## config.mk

```make
export PLATFORM = sky130hd
export DESIGN_NAME = if_stage
export DESIGN_NICKNAME = d
export VERILOG_FILES = /design/src/rtl/if_stage_pkg.sv /design/src/rtl/if_skid_buffer.sv /design/src/rtl/if_stage.sv
export SDC_FILE = /design/constraint.sdc
export NUM_CORES = 1
export LEC_CHECK = 0
export ABC_AREA = 1
export CORE_MARGIN = 2
export CORE_UTILIZATION = 60
export CTS_BUF_LIST = sky130_fd_sc_hd__clkbuf_8
export CTS_CLUSTER_SIZE = 24
export DETAILED_ROUTE_END_ITERATION = 7
export DONT_BUFFER_PORTS = 1
export PLACE_DENSITY = 0.76
export SYNTH_ARGS = -nofsm -noshare
export SYNTH_HDL_FRONTEND = slang
export SYNTH_HIERARCHICAL = 1
export SYNTH_SLANG_ARGS = --single-unit
```

## constraint.sdc

```tcl
create_clock -name clock -period 3.7 [get_ports clock]
set_input_delay 0 -clock clock [delete_from_list [all_inputs] [get_ports clock]]
set_output_delay 0 -clock clock [all_outputs]
set_load 0.05 [all_outputs]
```

## src/rtl/if_stage_pkg.sv

```systemverilog
// rtl/if_stage_pkg.sv - Shared encodings and widths for the instruction-fetch stage
package if_stage_pkg;

    localparam int INSTR_WIDTH = 32;
    localparam int ADDR_WIDTH  = 32;

    localparam logic [INSTR_WIDTH-1:0] NOP_INSTR = 32'h0;

    localparam logic [1:0] PCSRC_SEQ    = 2'b00;
    localparam logic [1:0] PCSRC_JUMP   = 2'b01;
    localparam logic [1:0] PCSRC_BRANCH = 2'b10;
    localparam logic [1:0] PCSRC_JR     = 2'b11;

    typedef enum logic {
        IF_RUN  = 1'b0,
        IF_HOLD = 1'b1
    } ifState_e;

endpackage

```

## src/rtl/if_skid_buffer.sv

```systemverilog
// rtl/if_skid_buffer.sv - One-entry buffer holding a fetched word and its PC+4 while ID stalls
module if_skid_buffer
    import if_stage_pkg::*;
#(
    parameter int ADDR_WIDTH = 32
) (
    input  logic                   clock,
    input  logic                   reset_n,
    input  logic                   load,
    input  logic                   drain,
    input  logic [INSTR_WIDTH-1:0] wrInstr,
    input  logic [ADDR_WIDTH-1:0]  wrPcPlus4,
    output logic                   valid,
    output logic [INSTR_WIDTH-1:0] instr,
    output logic [ADDR_WIDTH-1:0]  pcPlus4
);

    always_ff @(posedge clock or negedge reset_n) begin
        if (!reset_n) begin
            valid   <= 1'b0;
            instr   <= NOP_INSTR;
            pcPlus4 <= '0;
        end else if (load) begin
            valid   <= 1'b1;
            instr   <= wrInstr;
            pcPlus4 <= wrPcPlus4;
        end else if (drain) begin
            valid   <= 1'b0;
        end
    end

endmodule

```

## src/rtl/if_stage.sv

```systemverilog
// rtl/if_stage.sv - MIPS instruction-fetch stage: PC, imem handshake, delay-slot redirect, IF/ID register
module if_stage
    import if_stage_pkg::*;
#(
    parameter int                    ADDR_WIDTH = 32,
    parameter logic [ADDR_WIDTH-1:0] RESET_PC   = 32'hBFC0_0000
) (
    input  logic                   clock,
    input  logic                   reset_n,
    input  logic [1:0]             PCSrcSel,
    input  logic [ADDR_WIDTH-1:0]  Jump_Target,
    input  logic [ADDR_WIDTH-1:0]  Branch_Target,
    input  logic [ADDR_WIDTH-1:0]  JR_Target,
    input  logic                   ID_Stall,
    input  logic                   IF_Flush,
    input  logic                   IMem_Ready,
    input  logic [INSTR_WIDTH-1:0] IMem_Data,
    output logic                   IMem_Req,
    output logic [ADDR_WIDTH-1:0]  IMem_Addr,
    output logic [INSTR_WIDTH-1:0] IFID_Instr,
    output logic [ADDR_WIDTH-1:0]  IFID_PCPlus4,
    output logic                   IFID_Valid
);

    ifState_e               state, nextState;
    logic [ADDR_WIDTH-1:0]  pc, pcPlus4, nextPc, redirTarget, pendTarget;
    logic                   pendValid;
    logic                   fetchDone, idAccept, redir, skidLoad, skidDrain, skidValid;
    logic [INSTR_WIDTH-1:0] skidInstr;
    logic [ADDR_WIDTH-1:0]  skidPcPlus4;

    assign pcPlus4   = pc + ADDR_WIDTH'(4);
    assign IMem_Req  = reset_n & (state == IF_RUN);
    assign IMem_Addr = {pc[ADDR_WIDTH-1:2], 2'b00};
    assign fetchDone = IMem_Req & IMem_Ready;
    assign idAccept  = ~ID_Stall | ~IFID_Valid;
    assign redir     = IFID_Valid & ~ID_Stall & (PCSrcSel != PCSRC_SEQ);
    assign skidLoad  = fetchDone & ~idAccept;
    assign skidDrain = skidValid & ~ID_Stall;

    always_comb begin
        redirTarget = pcPlus4;
        case (PCSrcSel)
            PCSRC_JUMP:   redirTarget = Jump_Target;
            PCSRC_BRANCH: redirTarget = Branch_Target;
            PCSRC_JR:     redirTarget = JR_Target;
            default:      redirTarget = pcPlus4;
        endcase
        redirTarget[1:0] = 2'b00;
    end

    // In HOLD the delay slot already sits in the skid buffer, so a redirect retargets the PC directly.
    always_comb begin
        nextPc = pc;
        if (fetchDone) begin
            if (redir)          nextPc = redirTarget;
            else if (pendValid) nextPc = pendTarget;
            else                nextPc = pcPlus4;
        end else if (redir && state == IF_HOLD) begin
            nextPc = redirTarget;
        end
    end

    always_comb begin
        nextState = state;
        case (state)
            IF_RUN:  if (skidLoad)  nextState = IF_HOLD;
            IF_HOLD: if (!ID_Stall) nextState = IF_RUN;
            default: nextState = IF_RUN;
        endcase
    end

    always_ff @(posedge clock or negedge reset_n) begin
        if (!reset_n) begin
            state      <= IF_RUN;
            pc         <= RESET_PC;
            pendValid  <= 1'b0;
            pendTarget <= '0;
        end else begin
            state <= nextState;
            pc    <= nextPc;
            if (fetchDone) begin
                pendValid <= 1'b0;
            end else if (redir && state == IF_RUN) begin
                pendValid  <= 1'b1;
                pendTarget <= redirTarget;
            end
        end
    end

    always_ff @(posedge clock or negedge reset_n) begin
        if (!reset_n) begin
            IFID_Instr   <= NOP_INSTR;
            IFID_PCPlus4 <= '0;
            IFID_Valid   <= 1'b0;
        end else if (skidDrain) begin
            IFID_Instr   <= skidInstr;
            IFID_PCPlus4 <= skidPcPlus4;
            IFID_Valid   <= ~IF_Flush;
        end else if (idAccept) begin
            if (fetchDone) begin
                IFID_Instr   <= IMem_Data;
                IFID_PCPlus4 <= pcPlus4;
                IFID_Valid   <= ~IF_Flush;
            end else begin
                IFID_Valid   <= 1'b0;
            end
        end
    end

    if_skid_buffer #(
        .ADDR_WIDTH(ADDR_WIDTH)
    ) skid (
        .clock    (clock),
        .reset_n  (reset_n),
        .load     (skidLoad),
        .drain    (skidDrain),
        .wrInstr  (IMem_Data),
        .wrPcPlus4(pcPlus4),
        .valid    (skidValid),
        .instr    (skidInstr),
        .pcPlus4  (skidPcPlus4)
    );

endmodule

```

=== Word level (Yosys, flattened, before mapping) ===
Index checks and enable logic that the tools add are counted.

* Register bits after elaboration: 194
* Logic and storage cells: 58

* Add/sub/neg operators: 1
* Equality and inequality tests: 3
* Multiplexer cells: 21
* Bitwise logic cells: 13
* Reduce and logical (&&, ||, !) cells: 10

{| class="wikitable"
|+ Operators by type and width
! kind !! number
|-
| $mux W32 || 10
|-
| $pmux W32 S3 || 1
|-
| $add A32 B3 Y32 const B || 1
|-
| $reduce_bool A2 Y1 || 6
|-
| $mux W1 || 9
|-
| $and A1 B1 Y1 || 6
|-
| $not A1 Y1 || 6
|-
| $eq A2 B2 Y1 const B || 2
|-
| $reduce_and A2 Y1 || 2
|-
| $eq A2 B1 Y1 const B || 1
|-
| $logic_and A1 B1 Y1 || 2
|-
| $pmux W1 S2 || 1
|-
| $or A1 B1 Y1 || 1
|}

=== Depth between registers and ports, before layout ===
Gate-level depths: netlist (run 1).

* Word-level depth: 6
* Depth in mapped cells: 12

=== Modules after synthesis ===
The synthesis (run 1) kept the hierarchy.

{| class="wikitable"
|+ By module, submodules not included
! module !! times used !! cells each !! area an instance (µm²) !! sequential area each (µm²)
|-
| if_stage || 1 || 1075 || 7599.8 || 3189.3
|-
| if_skid_buffer || 1 || 275 || 2514.9 || 1626.6
|}

=== Worst setup path after synthesis (run 1) ===
Ideal clock, no wire load.

* Kind: flip-flop to flip-flop
* Start: register pc[2]
* End: register pc[20]
* Arrival time: 1929 ps
* Required time: 3582 ps
* Setup slack: 1653 ps
* Cell stages (with the launch flop): 12
* Path buffers: 0
* Cell sequence: dfrtp_1 > ha_1 > nand2_1 > nor2_4 > nand2_4 > nor2_4 > nand3_1 > and2_1 > nand2_1 > nand2_1 > nand3_1 > nand2_1

* Cells in the longest elaborated chain, start to end: 4
* Elaborated cells on any way between the ends: 6
* Classes of those cells: 1 x add/sub; 5 x mux

{| class="wikitable"
|+ Ends and longest elaborated chain
! what !! line !! text
|-
| start, declared || if_stage.sv:26 || <nowiki>logic [ADDR_WIDTH-1:0] pc, pcPlus4, nextPc, redirTarget, pendTarget;</nowiki>
|-
| start signal, assigned || if_stage.sv:81 || <nowiki>pc <= nextPc;</nowiki>
|-
| $add A32 B3 Y32 * || if_stage.sv:32 || <nowiki>assign pcPlus4 = pc + ADDR_WIDTH'(4);</nowiki>
|-
| via pcPlus4[20] || if_stage.sv:26 ||
|-
| $pmux W32 S3 or $mux W32 (tied branches) || if_stage.sv:43, if_stage.sv:57 ||
|-
| $mux W32 (on tied branches) || if_stage.sv:59, if_stage.sv:56 ||
|-
| $mux W32 * || if_stage.sv:55 || <nowiki>if (fetchDone) begin</nowiki>
|}

Mark *: on every way through the listed nets, which the timed path passes. The rest lies on a longest branch. The select of a mux whose other input is x is not followed.
A chain may end at the register's enable or synchronous reset.

=== Worst setup path in the final report (run 1) ===
* Start: register state
* End: register skid.instr[16]

* Cells in the longest elaborated chain, start to end: 4

{| class="wikitable"
|+ Ends and longest elaborated chain
! what !! line !! text
|-
| start, declared || if_stage.sv:25 || <nowiki>ifState_e state, nextState;</nowiki>
|-
| start signal, assigned || if_stage.sv:80 || <nowiki>state <= nextState;</nowiki>
|-
| $not A1 Y1 || n/a ||
|-
| $and A1 B1 Y1 || if_stage.sv:33 || <nowiki>assign IMem_Req = reset_n & (state == IF_RUN);</nowiki>
|-
| via IMem_Req || if_stage.sv:18 || <nowiki>output logic IMem_Req,</nowiki>
|-
| $and A1 B1 Y1 || if_stage.sv:35 || <nowiki>assign fetchDone = IMem_Req & IMem_Ready;</nowiki>
|-
| $and A1 B1 Y1 || if_stage.sv:38 || <nowiki>assign skidLoad = fetchDone & ~idAccept;</nowiki>
|-
| via skidLoad || if_stage.sv:28 || <nowiki>logic fetchDone, idAccept, redir, skidLoad, skidDrain, skidValid;</nowiki>
|-
| end signal, assigned || if_skid_buffer.sv:25 || <nowiki>instr <= wrInstr;</nowiki>
|-
| end, declared || if_skid_buffer.sv:14 || <nowiki>output logic [INSTR_WIDTH-1:0] instr,</nowiki>
|}

The timed path passes the listed nets, and every way through them passes these cells.

==> results of run 1 <==
-- routing by layer --
metal,vias to the layer above,GRT usage,wire (µm)
li1,4455,-,-
met1,4337,0.420,11500
met2,458,0.515,13200
met3,54,0.0661,2310
met4,0,0.106,649
met5,-,0,0
-- how the worst max path moves through the flow --
| stage | slack (ns) | end |
|---|---|---|
| floorplan | 1.65 | pc[20]$_DFFE_PN0P_ |
| global placement | 0.96 | skid/instr[30]$_DFFE_PN0P_ |
| detailed placement | 0.92 | skid/instr[30]$_DFFE_PN0P_ |
| CTS | 0.90 | skid/pcPlus4[5]$_DFFE_PN0P_ |
| global route | 0.64 | skid/pcPlus4[24]$_DFFE_PN0P_ |
| finish | 0.87 | skid/instr[16]$_DFFE_PN0P_ |
-- sequential cells by signal, indices dropped and copies added (netlist names) --
| name | cells |
|---|---|
| state | 1 |
| IFID_Valid | 1 |
| pc | 30 |
| IFID_Instr | 32 |
| skid/instr | 32 |
| IFID_PCPlus4 | 32 |
| pendTarget | 30 |
| skid/valid | 1 |
| skid/pcPlus4 | 32 |
| pendValid | 1 |
-- stage by stage --
step | cells | util
after floorplan | 1353 | -
final | 1655 | 0.698
after global routing | 1655 | 0.698
after CTS | 1655 | 0.698
after detailed placement | 1509 | 0.606
after global placement | 1509 | 0.606
-- logic make-up (layout without fill, tap and decap cells) --
family,count (synthesis),count (layout),synth area share
simple gates,818,818,0.329
compound gates,197,197,0.109
buf+inv,128,210,0.0684
fa+ha+maj,1,1,0.00124
other cells,1,4,0.000371
xor+xnor,13,13,0.0157
flops,192,192,0.476
-- final cells by class --
class	count	area, µm²
Fill cell	1384	4990
Sequential cell	192	4820
Multi-Input combinational cell	1033	4630
Timing Repair Buffer	124	1230
Tap cell	220	275
Clock buffer	17	234
Inverter	54	203
Clock inverter	15	145
-- cells in the mapped netlist, types with 6 or more instances --
| cell | count | area (µm²) |
|---|---|---|
| a22o_1 | 7 | 61.3 |
| nand2_2 | 6 | 37.5 |
| nand3_1 | 67 | 335 |
| dfrtp_1 | 183 | 4580 |
| dfstp_2 | 9 | 236 |
| clkbuf_1 | 26 | 97.6 |
| buf_6 | 12 | 135 |
| buf_2 | 21 | 105 |
| inv_2 | 8 | 30.0 |
| a31oi_1 | 45 | 282 |
| nor2_2 | 7 | 43.8 |
| nor2_4 | 8 | 90.1 |
| xor2_2 | 6 | 97.6 |
| inv_1 | 46 | 173 |
| o21ai_1 | 18 | 90.1 |
| nand4_1 | 7 | 43.8 |
| o21ai_0 | 15 | 75.1 |
| nand2_1 | 606 | 2270 |
| nor2_1 | 107 | 402 |
| clkbuf_8 | 8 | 110 |
| a21oi_1 | 101 | 505 |
-- power breakdown --
group	leakage, µW	internal [µW]	switching (µW)
logic	0.00301	786	1250
registers	0.00232	3010	2320
clock network	0.000183	499	846
==> flow_summary.toml, run 1 <==
[setup_path]
critPathLaunchType = "flip-flop"
cp_data_required_time_ns = 4.07
reg2reg_slack_ns = 0.87
worstSetupPathDepth = 6
worstPathArrival_ns = 3.20
r2r_cells = 6
end_kind = "flip-flop"
criticalPathCategory = "reg2reg"
r2r-end = "skid/instr[16]$_DFFE_PN0P_"
path_max_fanout = 65
path_buf_inv = 1
slowest_stage = "inv_2"
max_stage_delay_ns = 0.63
r2r_start = "state$_DFF_PN0_"
setup.worst_path.start = "state$_DFF_PN0_"
cp_cell_sequence = "nor2_2, nand2_2, nor2_4, inv_2, nand2_1, nand2_1"
crit_family = "simple AND/OR/NAND/NOR gates"
crit_top_cell = "nand2_1"

[clocking]
clock-sinks = 192
tritoncts = "yes"
clockBufferDepth = 2
cts_resized = 0
htree_levels = 4
cts-root-buf = "clkbuf_8"
numCtsBuffers = 17
insertion_delay_ns = 0.49
ctsHoldBuffers = 114
clkTransAtPathRegs_ns = 0.11
post_cts_buffers = 0

[placed_design]
hpwl_um = 17300
gp_congestion = 0.892
portBuffers = 0
dpl_cell_area_um2 = 10000
dpl_worst_slack_ns = 0.923

[timing]
rsz0062_at_grt = "false"
drv_slew = 0
hold_viol_final = 192
post-route-period-util = 0.764
finalWorstSetupSlack_ns = 0.872
final-setup-viol-count = 0
setup-tns-final_ns = 0
period_minus_slack_ns = 2.83
whs_ns = -0.813
skew_ns = 0.0149
worst_pin_slew_ns = 1.17
max_freq_ghz = 0.354
relSlewSlack = 0.216

[detailed_routing]
wirelength_um = 27600
drtAntennaViolNets = 0
post-route-drc-count = 0
viasPerCell = 5.62
wl_per_cell_um = 16.7
first_pass_iters = 6
drt_iter0_drc = 685
num_vias = 9304

[power]
p_per_area_nw_per_um2 = 756
report.power.total_uw = 8720
ir_drop_mv = 0.368
power_leakage_uw = 0.00551

[run_status]
outcome = "finished with violations"
violations = "negative hold slack"

[final_layout]
fin_nets = 1558
final_common_cell = "nand2_1"
area_growth_pct = 14.0
finish.instance_area_um2 = 11500
antenna_cells = 0
final_cell_mix = "nand2_1, dfrtp_1, dlygate4sd3_1"
drive_gt1_frac = 0.0655

[grt]
grt.total_usage = 0.314
grt_overflow = 0
grt_pass1_wl_um = 44500
grt_max_degree = 194
grt_pass1_vias = 8761
antenna_found_initial = 0

[synth]
synth_enable_flop_cells = 0
ys_seq_elements = 192
synth.distinct_cells = 37
avgSynthCellArea_um2 = 7.49
synth-main-ff-cell = "dfrtp_1"
netlist_area_um2 = 10100
async_flop_share = 1.00
yosysSeqAreaShare = 0.476
ys_warn_count = 6
synthCells = 1350

[min_path]
hold_class = "in2async"

[die]
row_count = 47
die_x_um = 134
start_util = 0.612
die_area_um2 = 17900
die_y_um = 134
num_io_pins = 233
core_area_um2 = 16500

[flow_run]
timing.max_cap.violations = 0
No activity file was read; power rests on OpenSTA's default activity.
==> run 2: changes to the inputs <==
Settings changed: ABC_AREA 1 to 0.
Clock period 3.7 ns to 2.8 ns, I/O delays scaled along.
==> flow_summary.toml, run 2 <==
[grt]
grt_max_degree = 197
antenna_found_initial = 0
grt.total_usage = 0.320
grt_pass1_vias = 7999
grt_overflow = 0
grt_pass1_wl_um = 44300

[final_layout]
drive_gt1_frac = 0.200
num-fill-cells = 1183
fin_nets = 1180
stdcell_count = 1277
finish.instance_area_um2 = 11700
area_growth_pct = 17.9
final_util = 0.714
final_common_cell = "dfrtp_1"
final_cell_mix = "dfrtp_1, nand2_1, dlygate4sd3_1"
antenna_cells = 0

[clocking]
clkTransAtPathRegs_ns = 0.10
cts-root-buf = "clkbuf_8"
tritoncts = "yes"
ctsHoldBuffers = 99
post_cts_buffers = 0
htree_levels = 4
clock-sinks = 192
insertion_delay_ns = 0.48
clockBufferDepth = 2
numCtsBuffers = 17

[min_path]
hold_class = "in2async"

[timing]
max_freq_ghz = 0.367
period_minus_slack_ns = 2.73
hold_viol_final = 192
skew_ns = 0.0151
worst_pin_slew_ns = 1.33
final-setup-viol-count = 0
drv_slew = 0
relSlewSlack = 0.111
whs_ns = -0.786
post-route-period-util = 0.974

[synth]
synth-main-ff-cell = "dfrtp_1"
post-synth-top-count-cell = "dfrtp_1"
async_flop_share = 1.00
synth.area.top_cells = "dfrtp_1, mux2_4, nand2_1"
synth.distinct_cells = 72
synthCells = 947
avgSynthCellArea_um2 = 10.5
synth_enable_flop_cells = 0
yosys.area.top_type = "dfrtp_1"
netlist_area_um2 = 9940
ys_warn_count = 6
synth.top_cell.area_share = 0.461
synth_commonest_cells = "dfrtp_1, nand2_1, nor2_1"
yosysSeqAreaShare = 0.485
ys_seq_elements = 192

[setup_path]
crit_family = "buffers and inverters"
r2r-end = "pc[7]$_DFFE_PN0P_"
cp_data_required_time_ns = 3.16
reg2reg_slack_ns = 0.07
slowest_stage = "dlygate4sd3_1"
end_kind = "flip-flop"
r2r_cells = 7
worstPathArrival_ns = 3.09
path_buf_inv = 2
critPathLaunchType = "flip-flop"
criticalPathCategory = "reg2reg"
setup.worst_path.start = "pc[2]$_DFFE_PN0P_"
path_max_fanout = 6
cp_cell_sequence = "buf_4, and3_2, nand3_1, xnor2_1, mux4_2, dlygate4sd3_1, a221o_1"
max_stage_delay_ns = 0.59
r2r_start = "pc[2]$_DFFE_PN0P_"

[die]
die_x_um = 133
die_area_um2 = 17600
core_area_um2 = 16400
num_io_pins = 233
die_y_um = 133
start_util = 0.606
row_count = 47

[placed_design]
dp.cells = 1146
gp_congestion = 0.965
hpwl_um = 17800
dpl_cell_area_um2 = 10300
portBuffers = 0

[detailed_routing]
post-route-drc-count = 0
wirelength_um = 27800
num_vias = 8028
drt_iter0_drc = 657
wl_per_cell_um = 21.8
viasPerCell = 6.29
drtAntennaViolNets = 0
first_pass_iters = 6

[power]
ir_drop_mv = 0.421
power_leakage_uw = 0.00502
p_per_area_nw_per_um2 = 1060
report.power.total_uw = 12400

[run_status]
outcome = "finished with violations"
violations = "negative hold slack"

[flow_run]
timing.max_cap.violations = 0
[run 2: cell types whose count changed in the layout (fill, tap and decap cells not counted), moves of 32 or more]
cell | before | now
buf_4 | 9 | 48
a21oi_1 | 101 | 30
mux2_2 | 0 | 41
nand3_1 | 67 | 16
inv_1 | 45 | 13
nor2_1 | 106 | 66
mux2_4 | 0 | 49
nand2_1 | 605 | 129
o21ai_0 | 15 | 56
[run 2: cells by family after synthesis]
| group | count (synthesis) | share of synthesized area |
|---|---|---|
| xor+xnor | 23 | 0.0203 |
| buf+inv | 87 | 0.0399 |
| other cells | 1 | 0.000377 |
| fa+ha+maj | 1 | 0.00126 |
| simple gates | 291 | 0.135 |
| flops | 192 | 0.485 |
| mux | 114 | 0.156 |
| compound gates | 238 | 0.162 |
[run 2: cell type report]
class | instances | area, µm² | share of cell area
tap | 220 | 275 | 0.0235
timing repair buffer | 149 | 1410 | 0.120
clock buffer | 18 | 248 | 0.0211
sequential | 192 | 4820 | 0.411
clock inverter | 14 | 153 | 0.0130
multi-input combinational | 671 | 4770 | 0.407
inverter | 13 | 48.8 | 0.00416
[run 2: metal layers]
| metal | up-vias | wire length (µm) | GRT usage |
|---|---|---|---|
| li1 | 3603 | - | - |
| met1 | 3889 | 11500 | 0.435 |
| met2 | 467 | 13000 | 0.504 |
| met3 | 69 | 2540 | 0.0851 |
| met4 | 0 | 792 | 0.109 |
| met5 | - | 0 | 0 |
[run 2: where the power goes]
group	switching, µW	internal, µW	leakage (µW)
clock network	1040	830	0.000198
registers	2710	4010	0.00230
logic	2010	1800	0.00252
[run 2: per-stage QoR]
stage	TNS, ns	worst slack (ns)
floorplan	0	0.289
detailed placement	0	0.317
finish	0	0.0741
global route	-0.0000429	-0.0000429
global placement	0	0.409
CTS	0	0.0221
[run 2: worst max-delay path by stage]
| stage | to | slack (ns) | depth (start not counted) |
|---|---|---|---|
| CTS | pc[12]$_DFFE_PN0P_ | 0.02 | 8 |
| detailed placement | pc[16]$_DFFE_PN0P_ | 0.32 | 5 |
| global route | pc[7]$_DFFE_PN0P_ | -0.00004 | 7 |
| finish | pc[7]$_DFFE_PN0P_ | 0.07 | 7 |
| floorplan | pc[24]$_DFFE_PN1P_ | 0.29 | 7 |
| global placement | pc[16]$_DFFE_PN0P_ | 0.41 | 5 |
[run 2: worst reg2reg max path, delay by kind of cell (launching register included)]
kind	cells	cell delay [ns]
compound gates	1	0.32
xor+xnor	1	0.21
flops	1	0.37
buf+inv	2	0.83
mux	1	0.47
simple gates	2	0.41
[run 2: what timing repair did]
action	CTS	global route
hold endpoints to repair	316	192
gates resized for setup	0	8
endpoints found under the setup margin	0	11
==> run 3: changes to the inputs <==
Settings changed: CORE_ASPECT_RATIO set to 0.7.
==> flow_summary.toml, run 3 (synthesis gave the netlist of run 2 again) <==
[run_status]
outcome = "finished with violations"
violations = "negative hold slack"

[die]
die_area_um2 = 17600
num_io_pins = 233
die_y_um = 112
core_area_um2 = 16200
start_util = 0.611
row_count = 39
die_x_um = 158

[final_layout]
num-fill-cells = 1165
area_growth_pct = 18.1
final_util = 0.722
fin_nets = 1179
final_common_cell = "dfrtp_1"
final_cell_mix = "dfrtp_1, nand2_1, dlygate4sd3_1"
drive_gt1_frac = 0.196

[setup_path]
crit_family = "buffers and inverters"
worstPathArrival_ns = 3.06
cp_data_required_time_ns = 3.16
max_stage_delay_ns = 0.60
r2r_cells = 7
critPathLaunchType = "flip-flop"
criticalPathCategory = "reg2reg"
path_buf_inv = 2
end_kind = "flip-flop"
path_max_fanout = 4
slowest_stage = "dlygate4sd3_1"
worstSetupPathDepth = 7
cp_cell_sequence = "buf_6, and3_2, nand3_1, xnor2_1, mux4_2, dlygate4sd3_1, a221o_1"

[timing]
finalWorstSetupSlack_ns = 0.0968
final-setup-viol-count = 0
drv_slew = 0
period_minus_slack_ns = 2.70
setup-tns-final_ns = 0
post-route-period-util = 0.965
max_freq_ghz = 0.370
worst_pin_slew_ns = 1.11
whs_ns = -0.789
hold_viol_final = 192
relSlewSlack = 0.257
skew_ns = 0.0195
rsz0062_at_grt = "false"

[power]
p_per_area_nw_per_um2 = 1060
power_leakage_uw = 0.00501
report.power.total_uw = 12400
ir_drop_mv = 0.614

[placed_design]
hpwl_um = 17700
portBuffers = 0
dpl_worst_slack_ns = 0.451
gp_congestion = 0.928

[clocking]
clockBufferDepth = 2
tritoncts = "yes"
numCtsBuffers = 17
clkTransAtPathRegs_ns = 0.11
ctsHoldBuffers = 101
clock-sinks = 192
insertion_delay_ns = 0.47
cts-root-buf = "clkbuf_8"
post_cts_buffers = 0
htree_levels = 4

[detailed_routing]
drt_iter0_drc = 778
num_vias = 7978
post-route-drc-count = 0
drtAntennaViolNets = 0
first_pass_iters = 6
wirelength_um = 27100
wl_per_cell_um = 21.1
viasPerCell = 6.22

[grt]
antenna_found_initial = 1
grt_pass1_vias = 7806
grt_pass1_wl_um = 43000
grt_overflow = 0
grt.total_usage = 0.316
grt_max_degree = 197

[min_path]
hold_class = "in2async"

[flow_run]
timing.max_cap.violations = 0
## run 3: final timing paths
path	start	to	slack, ns
max in group asynchronous	reset_n	pc[2]$_DFFE_PN0P_	3.22
worst min-delay path	reset_n	pendTarget[15]$_DFFE_PN0P_	-0.79
worst max register to register	pc[3]$_DFFE_PN0P_	pc[7]$_DFFE_PN0P_	0.1
worst max-delay path	pc[3]$_DFFE_PN0P_	pc[7]$_DFFE_PN0P_	0.1
min in group clock	Branch_Target[23]	pc[23]$_DFFE_PN1P_	0.03
worst min register to register	pendTarget[19]$_DFFE_PN0P_	pendTarget[19]$_DFFE_PN0P_	0.47
## run 3: layout make-up
| class | instances | area, µm² | share of cell area |
|---|---|---|---|
| inverter | 13 | 48.8 | 0.00416 |
| multi-input combinational | 671 | 4760 | 0.406 |
| sequential | 192 | 4820 | 0.411 |
| timing repair buffer | 148 | 1410 | 0.120 |
| clock buffer | 17 | 234 | 0.0199 |
| tap | 225 | 282 | 0.0240 |
| antenna | 1 | 2.50 | 0.000213 |
| clock inverter | 15 | 176 | 0.0150 |
## run 3: timing repair
action | CTS | global route
endpoints found under the hold margin | 316 | 192
resized for setup | 0 | 4
setup endpoints to repair | 0 | 3
## run 3: routing by layer
| metal | track usage | wire length, µm | up-vias |
|---|---|---|---|
| met1 | 0.445 | 11500 | 3939 |
| li1 | - | - | 3624 |
| met4 | 0.116 | 682 | 0 |
| met2 | 0.473 | 12300 | 350 |
| met5 | 0 | 0 | - |
| met3 | 0.0825 | 2530 | 65 |
## run 3: where the power goes
group | total, µW | switching, µW | internal (µW)
logic | 3720 | 1940 | 1780
clock network | 1910 | 1080 | 825
registers | 6790 | 2770 | 4010
total | 12400 | 5790 | 6610
## run 3: metrics by stage
stage	area, µm²	hold WS, ns	instances
2_1_floorplan	9950	-0.296	950
3_3_place_gp	10300	-0.291	1148
3_5_place_dp	10300	-0.290	1148
4_1_cts	11700	-0.809	1281
6_report	11700	-0.789	1282
5_1_grt	11700	-0.815	1282
